File: src/rtl/led_ram_port_arbiter.sv
// Round-robin arbiter sharing the s2 port of the 2048x32 LED colour RAM between
// the zone-colour writer (m0) and the LED strip streamer (m1). Optional perf counters: LED_RAM_ARB_PERF_EN.
module led_ram_port_arbiter #(
  parameter int AW       = 11,
  parameter int DW       = 32,
  parameter int MAX_HOLD = 8
) (
  input  logic          clk,
  input  logic          reset,

  input  logic          m0_req,
  input  logic          m0_write,
  input  logic [AW-1:0] m0_addr,
  input  logic [DW-1:0] m0_wdata,
  input  logic [3:0]    m0_be,
  input  logic          m0_lock,
  output logic          m0_ack,
  output logic          m0_rvalid,
  output logic [DW-1:0] m0_rdata,

  input  logic          m1_req,
  input  logic          m1_write,
  input  logic [AW-1:0] m1_addr,
  input  logic [DW-1:0] m1_wdata,
  input  logic [3:0]    m1_be,
  input  logic          m1_lock,
  output logic          m1_ack,
  output logic          m1_rvalid,
  output logic [DW-1:0] m1_rdata,

  output logic [AW-1:0] mem_address,
  output logic          mem_chipselect,
  output logic          mem_write,
  output logic [DW-1:0] mem_writedata,
  output logic [3:0]    mem_byteenable,
  output logic          mem_clken,
  input  logic [DW-1:0] mem_readdata,

  output logic [1:0]    owner_state
`ifdef LED_RAM_ARB_PERF_EN
  ,
  output logic [31:0]   perf_grant0,
  output logic [31:0]   perf_grant1,
  output logic [31:0]   perf_conflict
`endif
);

  // Handshake: a master holds req and its command fields stable until it sees
  // ack in the same cycle; a read returns rvalid/rdata exactly one cycle later.

  localparam int HW = $clog2(MAX_HOLD) + 1;
  localparam logic [HW-1:0] HOLD_LIM = HW'(MAX_HOLD - 1);

  localparam logic [1:0] ST_IDLE = 2'd0;
  localparam logic [1:0] ST_OWN0 = 2'd1;
  localparam logic [1:0] ST_OWN1 = 2'd2;

  logic [1:0]    state_q;
  logic [1:0]    state_d;
  logic          last_grant_q;
  logic [HW-1:0] hold_q;
  logic [HW-1:0] hold_d;
  logic [AW-1:0] addr_q;
  logic          rvalid0_q;
  logic          rvalid1_q;

  logic          own0;
  logic          own1;
  logic          grant0;
  logic          grant1;
  logic          any_grant;
  logic          g_lock;
  logic          o_req;
  logic          cont;
  logic [HW-1:0] eff_hold;

  // An owner only keeps priority while it is still requesting.
  assign own0      = (state_q == ST_OWN0) && m0_req;
  assign own1      = (state_q == ST_OWN1) && m1_req;
  assign any_grant = grant0 || grant1;

  always_comb begin
    grant0 = 1'b0;
    grant1 = 1'b0;
    if (!reset) begin
      if (own0) begin
        grant0 = 1'b1;
      end else if (own1) begin
        grant1 = 1'b1;
      end else if (m0_req && m1_req) begin
        grant0 = last_grant_q;
        grant1 = !last_grant_q;
      end else if (m0_req) begin
        grant0 = 1'b1;
      end else if (m1_req) begin
        grant1 = 1'b1;
      end
    end
  end

  // Lock keeps ownership; the starvation limit forces a return to IDLE so the
  // other master wins the following tie via last_grant.
  always_comb begin
    state_d  = ST_IDLE;
    hold_d   = '0;
    g_lock   = grant0 ? m0_lock : m1_lock;
    o_req    = grant0 ? m1_req : m0_req;
    cont     = (grant0 && own0) || (grant1 && own1);
    eff_hold = cont ? hold_q : '0;
    if (any_grant && g_lock && !(o_req && (eff_hold >= HOLD_LIM))) begin
      state_d = grant0 ? ST_OWN0 : ST_OWN1;
      if (o_req) begin
        hold_d = (eff_hold == '1) ? eff_hold : eff_hold + 1'b1;
      end
    end
  end

  always_ff @(posedge clk) begin
    if (reset) begin
      state_q      <= ST_IDLE;
      last_grant_q <= 1'b1;
      hold_q       <= '0;
      addr_q       <= '0;
      rvalid0_q    <= 1'b0;
      rvalid1_q    <= 1'b0;
    end else begin
      state_q   <= state_d;
      hold_q    <= hold_d;
      rvalid0_q <= grant0 && !m0_write;
      rvalid1_q <= grant1 && !m1_write;
      if (any_grant) begin
        last_grant_q <= grant1;
        addr_q       <= mem_address;
      end
    end
  end

  assign m0_ack = grant0;
  assign m1_ack = grant1;

  // A read accepted just before reset must not surface during the reset cycle.
  assign m0_rvalid = rvalid0_q && !reset;
  assign m1_rvalid = rvalid1_q && !reset;
  assign m0_rdata  = mem_readdata;
  assign m1_rdata  = mem_readdata;

  assign mem_chipselect = any_grant;
  assign mem_write      = (grant0 && m0_write) || (grant1 && m1_write);
  assign mem_address    = grant0 ? m0_addr : (grant1 ? m1_addr : (reset ? '0 : addr_q));
  assign mem_writedata  = grant0 ? m0_wdata : (grant1 ? m1_wdata : '0);
  assign mem_byteenable = grant0 ? m0_be : (grant1 ? m1_be : 4'h0);
  assign mem_clken      = 1'b1;

  assign owner_state = state_q;

`ifdef LED_RAM_ARB_PERF_EN
  always_ff @(posedge clk) begin
    if (reset) begin
      perf_grant0   <= '0;
      perf_grant1   <= '0;
      perf_conflict <= '0;
    end else begin
      perf_grant0   <= perf_grant0 + {31'd0, grant0};
      perf_grant1   <= perf_grant1 + {31'd0, grant1};
      perf_conflict <= perf_conflict + {31'd0, (m0_req && m1_req)};
    end
  end
`endif

endmodule

File: config.mk
export PLATFORM = sky130hd
export DESIGN_NAME = led_ram_port_arbiter
export DESIGN_NICKNAME = d
export VERILOG_FILES = /design/src/rtl/led_ram_port_arbiter.sv
export SDC_FILE = /design/constraint.sdc
export NUM_CORES = 1
export LEC_CHECK = 0
export CORE_AREA = 2 2 98 100
export CTS_CLUSTER_DIAMETER = 200
export DETAILED_ROUTE_END_ITERATION = 12
export DIE_AREA = 0 0 100 102
export GPL_ROUTABILITY_DRIVEN = 0
export HOLD_SLACK_MARGIN = 0.12
export PLACE_DENSITY = 0.72
export SYNTH_ARGS = -nofsm -noshare
export SYNTH_HDL_FRONTEND = slang
export SYNTH_SLANG_ARGS = --single-unit
File: constraint.sdc
create_clock -name clk -period 3.02 [get_ports clk]
set_input_delay 0.604 -clock clk [delete_from_list [all_inputs] [get_ports clk]]
set_output_delay 0.604 -clock clk [all_outputs]
set_load 0.05 [all_outputs]
==> out/metrics.yaml <==
run_status:
  status: "finished clean"
cells_and_area:
  nNetsFinal: 469
  stdcell_area_sq_mm: 0.00402
  fillers: 838
  antenna_cells: 0
  seq_area_sq_um: 400
  area.growth.synth_to_final_pct: 90.6
  fin_util_pct: 44.1
  drive_gt1_share_pct: 36.0
  multiInputGateArea_sq_mm: 0.00117
logic_synthesis:
  netlist_area_sq_mm: 0.00211
  synth_cell_types: 40
  ys_seq_area_share_pct: 19.0
  async_flop_share_pct: 0
  synthesis.nets: 362
  ys_ff_latch: 20
  synthTopCellsByCount: "buf_4 (69), a22o_1 (37), mux2_2 (24)"
  yosysWarnings: 0
  synth-main-ff-cell: "dfxtp_1"
  yosys-top-cells-area: "buf_4 (25%), dfxtp_1 (19%), a22o_1 (15%)"
  yosysTopAreaCell: "buf_4"
  yosysTopAreaCellShare_pct: 24.6
  synth.most_common_cell: "buf_4"
  syn-instance-count: 227
  syn_area_per_cell_sq_um: 9.29
  synth_edf_count: 0
setup_path:
  critPathKind: "in -> out"
  required_ns: 2.42
  cp_slowest_cell: "mux2_2"
  startpoint_type: "input pin"
  slowest_delay_ns: 0.34
  path_cells: "clkdlybuf4s15_1 > buf_4 > a221oi_4 > buf_6 > buf_12 > mux2_2 > mux2_4 > buf_8"
  arrival_ns: 2.34
  cp-end-kind: "output pin"
  crit_path_max_fanout: 6
global_routing:
  grt_max_degree: 37
  antenna_found_initial: 0
  grt_usage_pct: 14.6
  grt_pass1_wl_um: 11500
  grt_pass1_vias: 2137
  grt_overflow: 0
sta:
  fin_crit_ns: 2.94
  skew_ns: 0.00490
  fin_hold_ws_ns: 0.536
  worstMarginPinSlew_ns: 0.517
  setup_viol: 0
  rsz0062_at_grt: "false"
  fmax_mhz: 340
  drv_slew: 0
  finalCritPeriodShare_pct: 97.5
  relSlewSlack_pct: 65.4
  hold_viol: 0
hold_path:
  hp-class: "reg -> reg"
power_and_ir_drop:
  total_power_uw: 1280
  p_leak_uw: 0.00169
  p_per_area_mw_per_mm2: 320
  peakVddDrop_mv: 0.181
routing:
  drtIter0Drc: 60
  first_pass_iters: 4
  viasPerCell: 4.54
  ant_nets: 0
  vias: 2015
  avgRoutedWirePerCell_um: 18.1
  drcViolationCount: 0
  wirelength_um: 8040
clock_network:
  cts.path.max_buffers: 2
  cts.sinks: 20
  htree_levels: 1
  cts_tree: "built"
  numCtsBuffers: 3
  clock-root-buffer: "clkbuf_8"
  clk_pin_slew_worst_paths_ns: 0.08
  clkLatencyLatePin_ns: 0.26
die:
  initial_core_util_pct: 23.1
  num_io_pins: 254
  die_height_um: 102
  core_sq_mm: 0.00911
  dieArea_sq_mm: 0.0102
  fp-row-count: 35
  chipWidth_um: 100
place:
  portBuffers: 156
  dp_hpwl_um: 6520
  placed_area_sq_mm: 0.00386
run:
  cap_violations: 0
-- final timing paths --
path                  startpoint              to  slack (ns)  cells past startpoint
setup / recovery          m0_req  mem_address[8]        0.08                      8
hold / removal         hold_q[1]       hold_q[1]        0.54                      2
setup reg to reg  owner_state[1]       hold_q[1]        0.86                      8
hold reg to reg        hold_q[1]       hold_q[1]        0.54                      2
-- cell type report --
class                   count  share of cell area [%]
well taps                 111                    3.46
flip-flops and latches     20                    9.96
inverters                   1                  0.0934
repair buffers            180                    55.9
multi-input cells         128                    29.2
clock buffers               4                    1.37
-- timing repair --
action / CTS / global route
gates resized for setup: 14 / 6
setup buffers: 3 / 0
hold buffers: 0 / 0
setup endpoints to repair: 13 / 10
gates cloned: 1 / 0
pin swaps: 1 / 1
-- through the flow --
step	TNS [ns]	setup slack [ns]	std cells
3_3_place_gp	-0.831	-0.121	436
2_1_floorplan	0	0.239	227
3_5_place_dp	-1.18	-0.141	436
6_report	0	0.0757	444
4_1_cts	0	0.0293	444
5_1_grt	0	0.0205	444
-- where the power goes --
group	internal, uW	leakage, uW	switching, uW
combinational	417	0.00149	367
clock	116	0.0000288	94.7
sequential	284	0.000165	5.90
total	817	0.00169	468
-- state kept, by name, indices dropped and copies added (netlist names) --
| signal | flops |
|---|---|
| owner_state | 2 |
| hold_q | 4 |
| rvalid0_q | 1 |
| addr_q | 11 |
| rvalid1_q | 1 |
| last_grant_q | 1 |
-- cells by family after synthesis --
group	Yosys count	share of synthesized area, %
compound gates	49	20.3
xor+xnor	1	0.416
fa+ha+maj	1	0.593
buf+inv	79	27.0
flops	20	19.0
mux	35	20.0
other cells	1	0.178
simple gates	41	12.5
-- routing by layer --
metal | vias up | share of wire (%) | GRT usage [%]
met1 | 913 | 37 | 16.1
met3 | 25 | 12 | 6.77
li1 | 961 | - | -
met5 | - | 0 | 0
met4 | 0 | 2.7 | 5.16
met2 | 116 | 48 | 25.0
-- layout by cell type (no fill, tap or decap), types with 2 or more instances in the layout --
cell and count:
buf_6 3, and2b_1 6, nor2_1 3, nor3_1 3, mux2_2 20, nand2b_1 2
clkbuf_8 4, and2_1 2, mux2_4 13, mux2i_1 2, o21ai_0 2, dfxtp_1 20
buf_8 3, nor4bb_1 2, buf_12 47, a21oi_1 2, and3_1 2, clkdlybuf4s50_1 100
nand2_1 2, nor2b_1 11, buf_4 23, dlygate4sd2_1 2, a22o_1 37
-- critical path, delay by kind of cell --
family          cells  cell delay, ns
buf+inv             5            0.79
mux                 2            0.62
compound gates      1            0.32
(Power assumes the default switching activity.)
